## src/rtl/qupls_alu_wb_buffer_pkg.sv

```systemverilog
// Shared types for the ALU writeback buffer: ROB/register index types and the queued result entry.
package QuplsPkg;
  localparam int WB_DEPTH = 4;
  localparam int EXC_W    = 8;

  typedef logic [4:0]  rob_ndx_t;
  typedef logic [8:0]  pregno_t;
  typedef logic [5:0]  aregno_t;
  typedef logic [63:0] value_t;
  typedef logic [2:0]  checkpt_ndx_t;

  typedef struct packed {
    rob_ndx_t           id;
    pregno_t            nRt;
    aregno_t            aRt;
    logic               aRtz;
    value_t             res;
    logic [EXC_W-1:0]   exc;
    checkpt_ndx_t       cp;
  } wb_entry_t;
endpackage

```

## src/rtl/qupls_alu_wb_buffer_fifo.sv

```systemverilog
// Generic circular buffer of writeback entries with push/pop/flush and occupancy count.
module qupls_wb_fifo
  import QuplsPkg::*;
#(
  parameter int DEPTH = WB_DEPTH,
  localparam int PTRW = $clog2(DEPTH)
) (
  input  logic            clk,
  input  logic            rst,
  input  logic            flush,
  input  logic            push,
  input  logic            pop,
  input  wb_entry_t       din,
  output wb_entry_t       dout,
  output logic [PTRW:0]   count
);
  wb_entry_t         mem [DEPTH];
  logic [PTRW-1:0]   head, tail;

  // Pointers wrap naturally because DEPTH is a power of two.
  always_ff @(posedge clk) begin
    if (rst || flush) begin
      head  <= '0;
      tail  <= '0;
      count <= '0;
    end else begin
      if (push) tail <= tail + PTRW'(1);
      if (pop)  head <= head + PTRW'(1);
      count <= count + (PTRW+1)'(push) - (PTRW+1)'(pop);
    end
  end

  always_ff @(posedge clk) begin
    if (push && !rst && !flush) mem[tail] <= din;
  end

  assign dout = mem[head];
endmodule

```

## src/rtl/qupls_alu_wb_buffer.sv

```systemverilog
// ALU completion queue draining to a shared register-file write port and pulsing ROB completion.
// Optional same-cycle bypass of an empty queue: define QUPLS_WB_BYPASS_EN.
module qupls_alu_wb_buffer
  import QuplsPkg::*;
#(
  parameter int DEPTH = WB_DEPTH,
  localparam int PTRW = $clog2(DEPTH)
) (
  input  logic               clk,
  input  logic               rst,
  input  logic               flush,
  input  logic               alu_done,
  input  rob_ndx_t           alu_id,
  input  pregno_t            alu_nRt,
  input  aregno_t            alu_aRt,
  input  logic               alu_aRtz,
  input  value_t             alu_res,
  input  logic [EXC_W-1:0]   alu_exc,
  input  checkpt_ndx_t       alu_cp,
  output logic               avail,
  output logic               wr_v,
  input  logic               wr_ack,
  output pregno_t            wr_nRt,
  output aregno_t            wr_aRt,
  output value_t             wr_res,
  output checkpt_ndx_t       wr_cp,
  output logic               rob_done,
  output rob_ndx_t           rob_id,
  output logic [EXC_W-1:0]   rob_exc,
  output logic               ovf
);
  wb_entry_t       in_e, head_e, out_e, done_e;
  logic [PTRW:0]   count;
  logic            hv, full, fifo_pop, byp, byp_pop, pop_any, push;

  assign in_e = '{id: alu_id, nRt: alu_nRt, aRt: alu_aRt, aRtz: alu_aRtz,
                  res: alu_res, exc: alu_exc, cp: alu_cp};

  assign hv       = (count != '0);
  assign full     = (count == (PTRW+1)'(DEPTH));
  assign avail    = ~full;
  // r0 destinations never need the write port, so they drain unacked.
  assign fifo_pop = hv & (head_e.aRtz | wr_ack);

`ifdef QUPLS_WB_BYPASS_EN
  assign byp     = ~hv & alu_done;
  assign byp_pop = byp & (alu_aRtz | wr_ack);
`else
  assign byp     = 1'b0;
  assign byp_pop = 1'b0;
`endif

  assign pop_any = fifo_pop | byp_pop;
  assign push    = alu_done & (~full | fifo_pop) & ~byp_pop;
  assign out_e   = byp ? in_e : head_e;
  assign done_e  = fifo_pop ? head_e : in_e;

  assign wr_v   = (hv | byp) & ~out_e.aRtz;
  assign wr_nRt = out_e.nRt;
  assign wr_aRt = out_e.aRt;
  assign wr_res = out_e.res;
  assign wr_cp  = out_e.cp;

  qupls_wb_fifo #(.DEPTH(DEPTH)) u_fifo (
    .clk   (clk),
    .rst   (rst),
    .flush (flush),
    .push  (push),
    .pop   (fifo_pop),
    .din   (in_e),
    .dout  (head_e),
    .count (count)
  );

  always_ff @(posedge clk) begin
    if (rst) begin
      rob_done <= 1'b0;
      rob_id   <= '0;
      rob_exc  <= '0;
    end else if (flush) begin
      rob_done <= 1'b0;
    end else begin
      rob_done <= pop_any;
      if (pop_any) begin
        rob_id  <= done_e.id;
        rob_exc <= done_e.exc;
      end
    end
  end

  // A result arriving while full with nothing leaving is lost; the flag is sticky until reset.
  always_ff @(posedge clk) begin
    if (rst) ovf <= 1'b0;
    else if (alu_done && full && !fifo_pop) ovf <= 1'b1;
  end
endmodule
```

## config.mk

```make
export PLATFORM = sky130hd
export DESIGN_NAME = qupls_alu_wb_buffer
export DESIGN_NICKNAME = d
export VERILOG_FILES = /design/src/rtl/qupls_alu_wb_buffer_pkg.sv /design/src/rtl/qupls_alu_wb_buffer_fifo.sv /design/src/rtl/qupls_alu_wb_buffer.sv
export SDC_FILE = /design/constraint.sdc
export NUM_CORES = 1
export LEC_CHECK = 0
export CAP_MARGIN = 15
export CORE_MARGIN = 2
export CORE_UTILIZATION = 40
export CTS_CLUSTER_DIAMETER = 100
export DETAILED_ROUTE_END_ITERATION = 8
export SLEW_MARGIN = 20
export SYNTH_ARGS = -nofsm -noshare
export SYNTH_HDL_FRONTEND = slang
export SYNTH_SLANG_ARGS = --single-unit
```

## constraint.sdc

```tcl
create_clock -name clk -period 5 [get_ports clk]
set_input_delay 0.5 -clock clk [delete_from_list [all_inputs] [get_ports clk]]
set_output_delay 0.5 -clock clk [all_outputs]
set_load 0.005 [all_outputs]
```

==> out/qor.csv <==
stage,metric,value,unit
run_status,status,finished clean,
min_path,worst hold path class,reg2reg,
power_and_ir_drop,Power Density,403.8,mW/mm²
detailed_routing,top routing layer used,met5,
detailed_routing,DR WL/cell,21.72,µm
synth,Synth Instances,714,
final_layout,layout cell share with drive strength beyond 1,0.1951,
timing,Worst Skew,0.01360,ns
setup_path,CP startpoint kind,flop,
synth,synthesized area per cell,21.77,µm²
setup_path,CP peak stage delay,0.68,ns
timing,Hold WS,0.4751,ns
detailed_routing,antenna violation net count after detailed routing,0,
synth,sequential-to-total area share from yosys stat,0.7728,
timing,setup_tns,0,ns
run,max-cap violations,0,
cts,CTS root buf,clkbuf_16,
floorplan,Initial Util,0.4040,
detailed_routing,Via density,4.972,
setup_path,R2R depth,5,
timing,fmax,265.7,MHz
setup_path,most frequent CP cell,buf_4,
cts,clk buf depth,3,
detailed_routing,final WL,30.65,mm
final_layout,Synth-to-Final Area Change,21.85,%
synth,synthesized area,0.01554,mm²
final_layout,fillers,3161,
cts,# resized after CTS,0,
place,RePlAce Congestion,0.7153,
synth,Yosys reg bits,408,
synth,share of flip-flops with an asynchronous set or reset,0,
detailed_routing,Vias,7016,
timing,Final min period,3.764,ns
grt,first-pass GRT wire length,46.70,mm
timing,Worst-Margin Slew,0.9505,ns
synth,Post-synth EDFFs,384,
synth,Synth cell types,39,
cts,H-tree lvl count,2,
final_layout,Nets,967,
timing,RSZ-0062 raised after global routing,false,
setup_path,Worst EP required,4.50,ns
cts,clock latency on the worst-skew pair,0.55,ns
detailed_routing,drt first pass iters,4,
timing,final setup fails,0,
cts,Post-CTS Setup Inserts,0,
timing,Max-Slew Margin vs Limit,0.3663,
grt,antenna violations before repair,2,
grt,vias in the first global route,7347,
place,DP HPWL,18.62,mm
final_layout,"commonest non-fill, non-tap cell in the layout",edfxtp_1,
min_path,worst hold stages,2,
synth,Main synth FF type,edfxtp_1,
setup_path,crit path DAT,3.26,ns
setup_path,Crit Path Class,reg2out,
timing,"Hold Violations, Final",0,
cts,hold_buf cts,0,
floorplan,Core ar.,0.03847,mm²
power_and_ir_drop,Worst VDD drop,0.2540,mV
timing,Max Slew Vio Count,0,
floorplan,die area,0.04045,mm²
floorplan,Die W,201.1,µm
grt,grt total ovfl,0,
synth,Yosys warning count,0,
cts,Worst-path clk slew,0.06,ns
setup_path,"critical path fanouts, max",49,
floorplan,number of top-level pins,200,
power_and_ir_drop,LEAKAGE,5.874,nW
detailed_routing,Metal-1 WL,13.59,mm
final_layout,most frequent cells in the layout,"edfxtp_1, clkdlybuf4s50_1, mux4_2",
detailed_routing,Routed met3 length,2.271,mm
grt,GRT Total Usage,0.1537,
detailed_routing,Post-route DRC,0,
setup_path,worst-path cell chain,buf_4 > buf_4 > mux4_2 > clkdlybuf4s50_1,
grt,largest net degree at the start of global routing,62,
detailed_routing,metal2 WL,14.15,mm
place,IO Port Bufs,199,
synth,syn nets,821,
setup_path,critical path's slowest cell,buf_4,
floorplan,row count,72,
setup_path,CP endpoint kind,primary output,
timing,Final Cycle Share,0.7527,
detailed_routing,Starting DRT DRC Count,387,
cts,CTS Sinks,408,
cts,Num CTS Buffers,42,
floorplan,die span in y,201.1,µm
cts,CTS tree,done,
==> cell usage after synthesis (all sizes together) (2+ instances only) <==
library cell / n / area (µm²)
inv: 5 / 18.77
a21oi: 17 / 85.08
nand2b: 2 / 12.51
dfxtp: 24 / 480.5
and2: 2 / 12.52
edfxtp: 384 / 11530
ha: 5 / 62.56
o21ai: 13 / 65.06
nand2: 5 / 18.77
buf: 96 / 694.4
nor2: 8 / 30.03
mux2i: 2 / 23.77
mux4: 95 / 2140
and3: 5 / 31.28
nand3: 2 / 10.01
clkbuf: 16 / 60.06
nor3: 3 / 15.01
nand3b: 13 / 97.59
==> routing by layer <==
layer,GRT usage,up-vias
met1,0.2165,3643
met3,0.05248,46
li1,-,3122
met2,0.2292,203
met5,0,-
met4,0.04259,2
==> state kept, by name, indices dropped and copies added, names as in the netlist, named ones only <==
signal / count
u_fifo.tail: 2
ovf: 1
rob_done: 1
u_fifo.head: 2
rob_id: 5
rob_exc: 8
u_fifo.mem: 384
u_fifo.count: 3
==> path summary, 6_finish.rpt <==
kind | start | endpoint | slack, ns
min reg2reg | rob_id[4]$_SDFFE_PP0P_ | rob_id[4]$_SDFFE_PP0P_ | 0.48
max | flop | wr_res[44] | 1.24
min | rob_id[4]$_SDFFE_PP0P_ | rob_id[4]$_SDFFE_PP0P_ | 0.48
max reg2reg | flop | u_fifo.mem[3][23]$_DFFE_PP_ | 1.50
==> worst max-delay path: cells and delay by family (launching register included) <==
kind     cells  cell delay (ns)
mux          1             0.46
buf+inv      3             1.66
flops        1             0.53
==> logic make-up (layout without fill, tap and decap cells) <==
group                      Yosys count  in the layout  synth area share
DFF                                408            408            0.7728
buffers and inverters              117            295           0.04975
muxes                               97             97            0.1392
and+or+nand+nor                     46             46           0.01755
AOI/OAI and AO/OA                   38             38           0.01425
adders and majority gates            6              6          0.005313
xor gates and xnor gates             2              2          0.001127
other                                0              1                 0
==> area by class of cell <==
cell class,count,area (µm²),area share
diodes,1,2.502,0.0001321
clock buffers,58,1132,0.05979
clock inverters,18,185.2,0.009778
inverters,5,18.77,0.0009910
multi-input cells,189,2778,0.1467
flip-flops and latches,408,12020,0.6346
well taps,518,648.1,0.03422
repair buffers,214,2155,0.1138
==> stage by stage <==
stage / total power [mW] / instances / utilization / instance area (µm²) / setup slack, ns
floorplan: 4.404 / 714 / - / 15540 / 0.9930
global placement: 4.707 / 1334 / 0.4580 / 17620 / 1.438
detailed placement: 4.713 / 1334 / 0.4580 / 17620 / 1.398
CTS: 7.755 / 1410 / 0.4923 / 18940 / 1.122
global route: 7.940 / 1410 / 0.4923 / 18940 / 1.071
finish: 7.646 / 1411 / 0.4923 / 18940 / 1.236
==> power breakdown <==
group          switching, mW  leakage [nW]  internal [mW]
Combinational          0.323          1.57          0.435
Clock                   1.23         0.639           1.79
Sequential            0.0541          3.67           3.81
(Power assumes the default switching activity.)
